## src/rtl/ir_fetch_ctrl.sv

```systemverilog
// Purpose: instruction-fetch sequencer; owns pc, reads icache over req/ack, buffers words+addresses for the decoder.
// Latency: ack in cycle N -> o_ir_valid in N+1 when the buffer was empty; head data/address come straight from registers.
// Backpressure: no new read is issued while the buffer would be full; a jump flushes the buffer and discards any in-flight read.
module ir_fetch_ctrl #(
    parameter int DATA_WIDTH    = 16,
    parameter int IR_ADDR_WIDTH = 10,
    parameter int FIFO_DEPTH    = 4
) (
    input  logic                     clk,
    input  logic                     rst_n,
    input  logic                     i_cash_init_done,
    output logic                     o_mem_req,
    output logic [IR_ADDR_WIDTH-1:0] o_mem_addr,
    input  logic                     i_mem_ack,
    input  logic [DATA_WIDTH-1:0]    i_mem_data,
    input  logic                     i_jump_valid,
    input  logic [IR_ADDR_WIDTH-1:0] i_jump_addr,
    output logic                     o_ir_valid,
    output logic [DATA_WIDTH-1:0]    o_ir_data,
    output logic [IR_ADDR_WIDTH-1:0] o_irp,
    input  logic                     i_ir_ready,
    output logic                     o_busy
);

    localparam int PTR_W = $clog2(FIFO_DEPTH);
    localparam int CNT_W = PTR_W + 1;

    typedef enum logic [1:0] {
        S_INIT  = 2'd0,
        S_IDLE  = 2'd1,
        S_REQ   = 2'd2,
        S_DRAIN = 2'd3
    } state_t;

    state_t                   state;
    logic [IR_ADDR_WIDTH-1:0] pc;

    logic [DATA_WIDTH-1:0]    fifo_dat  [FIFO_DEPTH];
    logic [IR_ADDR_WIDTH-1:0] fifo_addr [FIFO_DEPTH];
    logic [PTR_W-1:0]         wr_ptr;
    logic [PTR_W-1:0]         rd_ptr;
    logic [CNT_W-1:0]         count;
    logic [CNT_W-1:0]         count_next;

    logic ack;
    logic jump;
    logic push;
    logic pop;
    logic room;

    // req/busy are decoded from the state register only, so they are glitch-free
    // and drop the moment the async reset forces INIT.
    assign o_mem_req  = (state == S_REQ) || (state == S_DRAIN);
    assign o_busy     = (state == S_INIT) || (state == S_DRAIN);

    // Ack only means something while a request is outstanding.
    assign ack        = o_mem_req & i_mem_ack;
    // Jumps are meaningless before the cache is up; they override push and pop.
    assign jump       = i_jump_valid & (state != S_INIT);
    assign push       = (state == S_REQ) & ack & ~i_jump_valid;

    assign o_ir_valid = (count != '0);
    assign pop        = o_ir_valid & i_ir_ready;
    assign count_next = count + CNT_W'(push) - CNT_W'(pop);
    assign room       = (count_next < CNT_W'(FIFO_DEPTH));

    assign o_ir_data  = fifo_dat[rd_ptr];
    assign o_irp      = fifo_addr[rd_ptr];

    // Fetch buffer: circular storage, flushed to empty by any accepted jump.
    always_ff @(posedge clk or negedge rst_n) begin
        if (!rst_n) begin
            wr_ptr <= '0;
            rd_ptr <= '0;
            count  <= '0;
            for (int i = 0; i < FIFO_DEPTH; i++) begin
                fifo_dat[i]  <= '0;
                fifo_addr[i] <= '0;
            end
        end else if (jump) begin
            wr_ptr <= '0;
            rd_ptr <= '0;
            count  <= '0;
        end else begin
            if (push) begin
                fifo_dat[wr_ptr]  <= i_mem_data;
                fifo_addr[wr_ptr] <= o_mem_addr;
                wr_ptr            <= wr_ptr + PTR_W'(1);
            end
            if (pop) begin
                rd_ptr <= rd_ptr + PTR_W'(1);
            end
            count <= count_next;
        end
    end

    // Fetch sequencer: pc is the next address to request; o_mem_addr is held
    // unchanged for as long as a request is outstanding.
    always_ff @(posedge clk or negedge rst_n) begin
        if (!rst_n) begin
            state      <= S_INIT;
            pc         <= '0;
            o_mem_addr <= '0;
        end else begin
            case (state)
                S_INIT: begin
                    if (i_cash_init_done) begin
                        state <= S_IDLE;
                    end
                end
                S_IDLE: begin
                    if (jump) begin
                        pc         <= i_jump_addr;
                        o_mem_addr <= i_jump_addr;
                        state      <= S_REQ;
                    end else if (room) begin
                        o_mem_addr <= pc;
                        state      <= S_REQ;
                    end
                end
                S_REQ: begin
                    if (jump) begin
                        pc <= i_jump_addr;
                        if (ack) begin
                            // Read finished this cycle; its word is dropped and the target can go out now.
                            o_mem_addr <= i_jump_addr;
                        end else begin
                            // A request is never withdrawn: wait out the stale read.
                            state <= S_DRAIN;
                        end
                    end else if (ack) begin
                        pc <= pc + IR_ADDR_WIDTH'(1);
                        if (room) begin
                            o_mem_addr <= pc + IR_ADDR_WIDTH'(1);
                        end else begin
                            state <= S_IDLE;
                        end
                    end
                end
                S_DRAIN: begin
                    if (jump) begin
                        pc <= i_jump_addr;
                    end
                    if (ack) begin
                        o_mem_addr <= jump ? i_jump_addr : pc;
                        state      <= S_REQ;
                    end
                end
                default: state <= S_INIT;
            endcase
        end
    end

endmodule

```

## config.mk

```make
export PLATFORM = sky130hd
export DESIGN_NAME = ir_fetch_ctrl
export DESIGN_NICKNAME = d
export VERILOG_FILES = /design/src/rtl/ir_fetch_ctrl.sv
export SDC_FILE = /design/constraint.sdc
export NUM_CORES = 1
export LEC_CHECK = 0
export CAP_MARGIN = 10
export CORE_AREA = 2 2 119 98
export DETAILED_ROUTE_END_ITERATION = 16
export DIE_AREA = 0 0 121 100
export PLACE_DENSITY = 0.9
export SYNTH_ARGS = -nofsm -noshare
export SYNTH_HDL_FRONTEND = slang
export SYNTH_SLANG_ARGS = --single-unit
```

## constraint.sdc

```tcl
create_clock -name clk -period 7.9 [get_ports clk]
set_input_delay 1.58 -clock clk [delete_from_list [all_inputs] [get_ports clk]]
set_output_delay 1.58 -clock clk [all_outputs]
set_load 0.005 [all_outputs]
```

==> impl_results.md <==
* Fin cells at just under 700
* Core area at ~11000 um2
* Buffers and inverters on the worst path at 4
* FMAX at 0.202 GHz
* Post-synth EDFFs at 0
* Die width at between 100 and 150 um
* Clock sink count at 133
* Crit-path max cell delay at between 0.5 and 0.6 ns
* Share of post-route cells with drive strength above 1 at 0.350
* Final period utilization at 0.626
* Total GRT Usage at 0.256
* Die ar. at roughly 12000 um2
* Largest net degree at the start of global routing at 77
* Status: finished, final reports clean
* Pleak at about 3.5 nW
* Worst hold path cell count at 1
* Area contributors post-synth: dfrtp_1 52%, mux2_2 20%, mux4_2 9.2%, ha_1 2.2%, a21oi_1 2.1%
* CP Class: input pin to register
* FP Rows at 35
* CTS Buf Count at 17
* First-pass GRT wire length at 23200 um
* Total power at roughly 3.1 mW
* Clk_lat worst skew at around 0.41 ns
* Antenna-violating nets left at 0
* FFs w/ async S/R, synth at 1.00
* Area taken by flip-flops and latches at 3330 um2
* Fin Hold WS at ~0.5 ns
* CTS tree: built
* Iter 0 DRT Violations at roughly 340
* Seq cells post-synth at approximately 130
* Min-Delay Path Class: register to register
* Buffers on Ports at 70
* CTS root buf: clkbuf_16
* Syn avg cell area at between 10 and 15 um2
* DR vias/cell at a little over 6
* Yosys top cell by area: dfrtp_1
* 1st-pass router iterations at 6
* Main synth FF type: dfrtp_1
* Initial Util at 0.574
* PostCTS Resize Cnt at 0
* Worst reg-to-reg path cell count at 15
* CP cell instances: clkdlybuf4s50_1 > nand2_1 > nor2_2 > inv_1 > ha_1 > inv_1 > ha_1 > inv_1 > fa_1 > xnor3_2 > nor2_4 > o31a_1 > o22ai_4 > mux2_2
* Yosys Warn Count at 0
* Hold Vio Cnt, Final at 0
* Placed Cells at ~650
* Stages on worst setup path at 14
* CTS clk-pin slew, worst paths at approximately 0.06 ns
* Final slew viol count at 0
* Unique masters post-synth at between 40 and 50
* DR vias at about 4200
* Die H at 100 um
* Final Critical Period at 4.95 ns
* Worst path required time at 8.18 ns
* Hold Buf Count CTS at 0
* Rel. slew slack at 0.328
* Setup_tns at 0 ns
* Syn_nets at about 500
* Worst Setup Start Kind: input pin
* GRT overflow at 0
* CTS max path bufs at 2
* Share of the synthesized area in the top cell type at 0.523
* Placer Congestion at between 0.9 and 1
* Cell family with most CP delay: buffers and inverters
* Most frequent cell after synthesis: dfrtp_1
* Drt drc at 0
* Critical path's slowest cell: clkdlybuf4s50_1
* Vias in the first global route at between 4000 and 5000
* Critical path arrival at ~5.2 ns
* RSZ-0062 raised after global routing: no
* Post-Syn Area at approximately 6400 um2
* Maxcap violations at 0
* IR drop worst, VDD at approximately 0.00020 V
* Worst Skew at between 0.009 and 0.01 ns
* Nets at ~570
* Setup violators final at 0
* CP most frequent cell: inv_1
* HPWL after DPL at about 8400 um
* Post-CTS Setup Bufs at 0
* Worst Tran Pin Value at slightly above 1 ns
* PD cells at approximately 400 nW/um2
* CP Capture Type: register
* Ant. Diodes at 0
* Syn Inst Count at 457
* Final WL at about 15000 um
* Most instantiated cells after synthesis: 133 x dfrtp_1, 111 x mux2_2, 27 x a21oi_1
* IO Pins at 71
* Critical Path Fanout Max at 10
* Drt wl/cell at approximately 22 um
* Seq/Total Area, Yosys at 0.523
* Initial antenna violation count at 0
* Fill count at about 650
* Area grow syn2layout at 22.4%
* Total number of H-tree levels at 4
* Multi-input combinational cell area at 2870 um2
## power by group
part / switching, mW / leakage [nW] / internal [mW]
registers: 0.222 / 1.72 / 0.883
logic: 0.502 / 1.49 / 0.681
clock network: 0.293 / 0.315 / 0.566
total: 1.02 / 3.53 / 2.13
## sequential cells by signal (all words and copies together) (netlist names)
| register | cells |
|---|---|
| count | 3 |
| fifo_addr | 40 |
| fifo_dat | 64 |
| o_mem_addr | 10 |
| pc | 10 |
| rd_ptr | 2 |
| state | 2 |
| wr_ptr | 2 |
## area by class of cell
cell class | count | share of cell area
flip-flops and latches | 133 | 0.427
multi-input cells | 287 | 0.369
repair buffers | 73 | 0.0925
clock buffers | 18 | 0.0563
clock inverters | 14 | 0.0266
well taps | 148 | 0.0238
inverters | 10 | 0.00482
## cells in the final DEF (no fill, tap or decap), drive strengths merged, types with 6 or more instances in the layout
master,count
a21oi,27
clkbuf,18
clkdlybuf4s50,69
clkinv,7
dfrtp,133
ha,11
inv,10
mux2,115
mux4,26
nand2,17
nand3,7
nor2,24
o22a,6
o22ai,6
xnor2,6
## worst paths after layout
| check | slack [ns] | start | endpoint |
|---|---|---|---|
| max | 2.95 | i_mem_ack | o_mem_addr[5]$_DFFE_PN0P_ |
| min | 0.50 | fifo_dat[17]$_DFFE_PN0P_ | fifo_dat[17]$_DFFE_PN0P_ |
| max reg2reg | 3.54 | state[0]$_DFFE_PN0P_ | o_mem_addr[5]$_DFFE_PN0P_ |
| min reg2reg | 0.50 | fifo_dat[17]$_DFFE_PN0P_ | fifo_dat[17]$_DFFE_PN0P_ |
| max in group asynchronous | 5.26 | rst_n | rd_ptr[0]$_DFFE_PN0P_ |
| min in group asynchronous | 1.30 | rst_n | fifo_dat[33]$_DFFE_PN0P_ |
## per-stage QoR
step	setup WS, ns	utilization	instance area (um2)
CTS	3.01	0.703	7790
global placement	2.77	0.645	7150
detailed placement	2.64	0.645	7150
global route	2.81	0.703	7790
finish	2.95	0.703	7790
floorplan	3.58	-	6360
## cells by family (layout without fill, tap and decap cells)
kind of cell / count (synthesis) / in the layout / share of synthesized area
buf+inv: 37 / 115 / 0.0256
flops: 133 / 133 / 0.523
simple gates: 67 / 67 / 0.0558
fa+ha+maj: 12 / 12 / 0.0248
mux: 143 / 143 / 0.299
compound gates: 53 / 53 / 0.0535
xor+xnor: 12 / 12 / 0.0189
## per-layer routing
layer	vias up	wire length (um)	global-route usage
li1	1805	-	-
met1	2109	5950	0.337
met2	203	7350	0.404
met3	49	908	0.0653
met4	0	516	0.121
met5	-	0	0
Note: power is estimated with default switching activity, not from simulation.
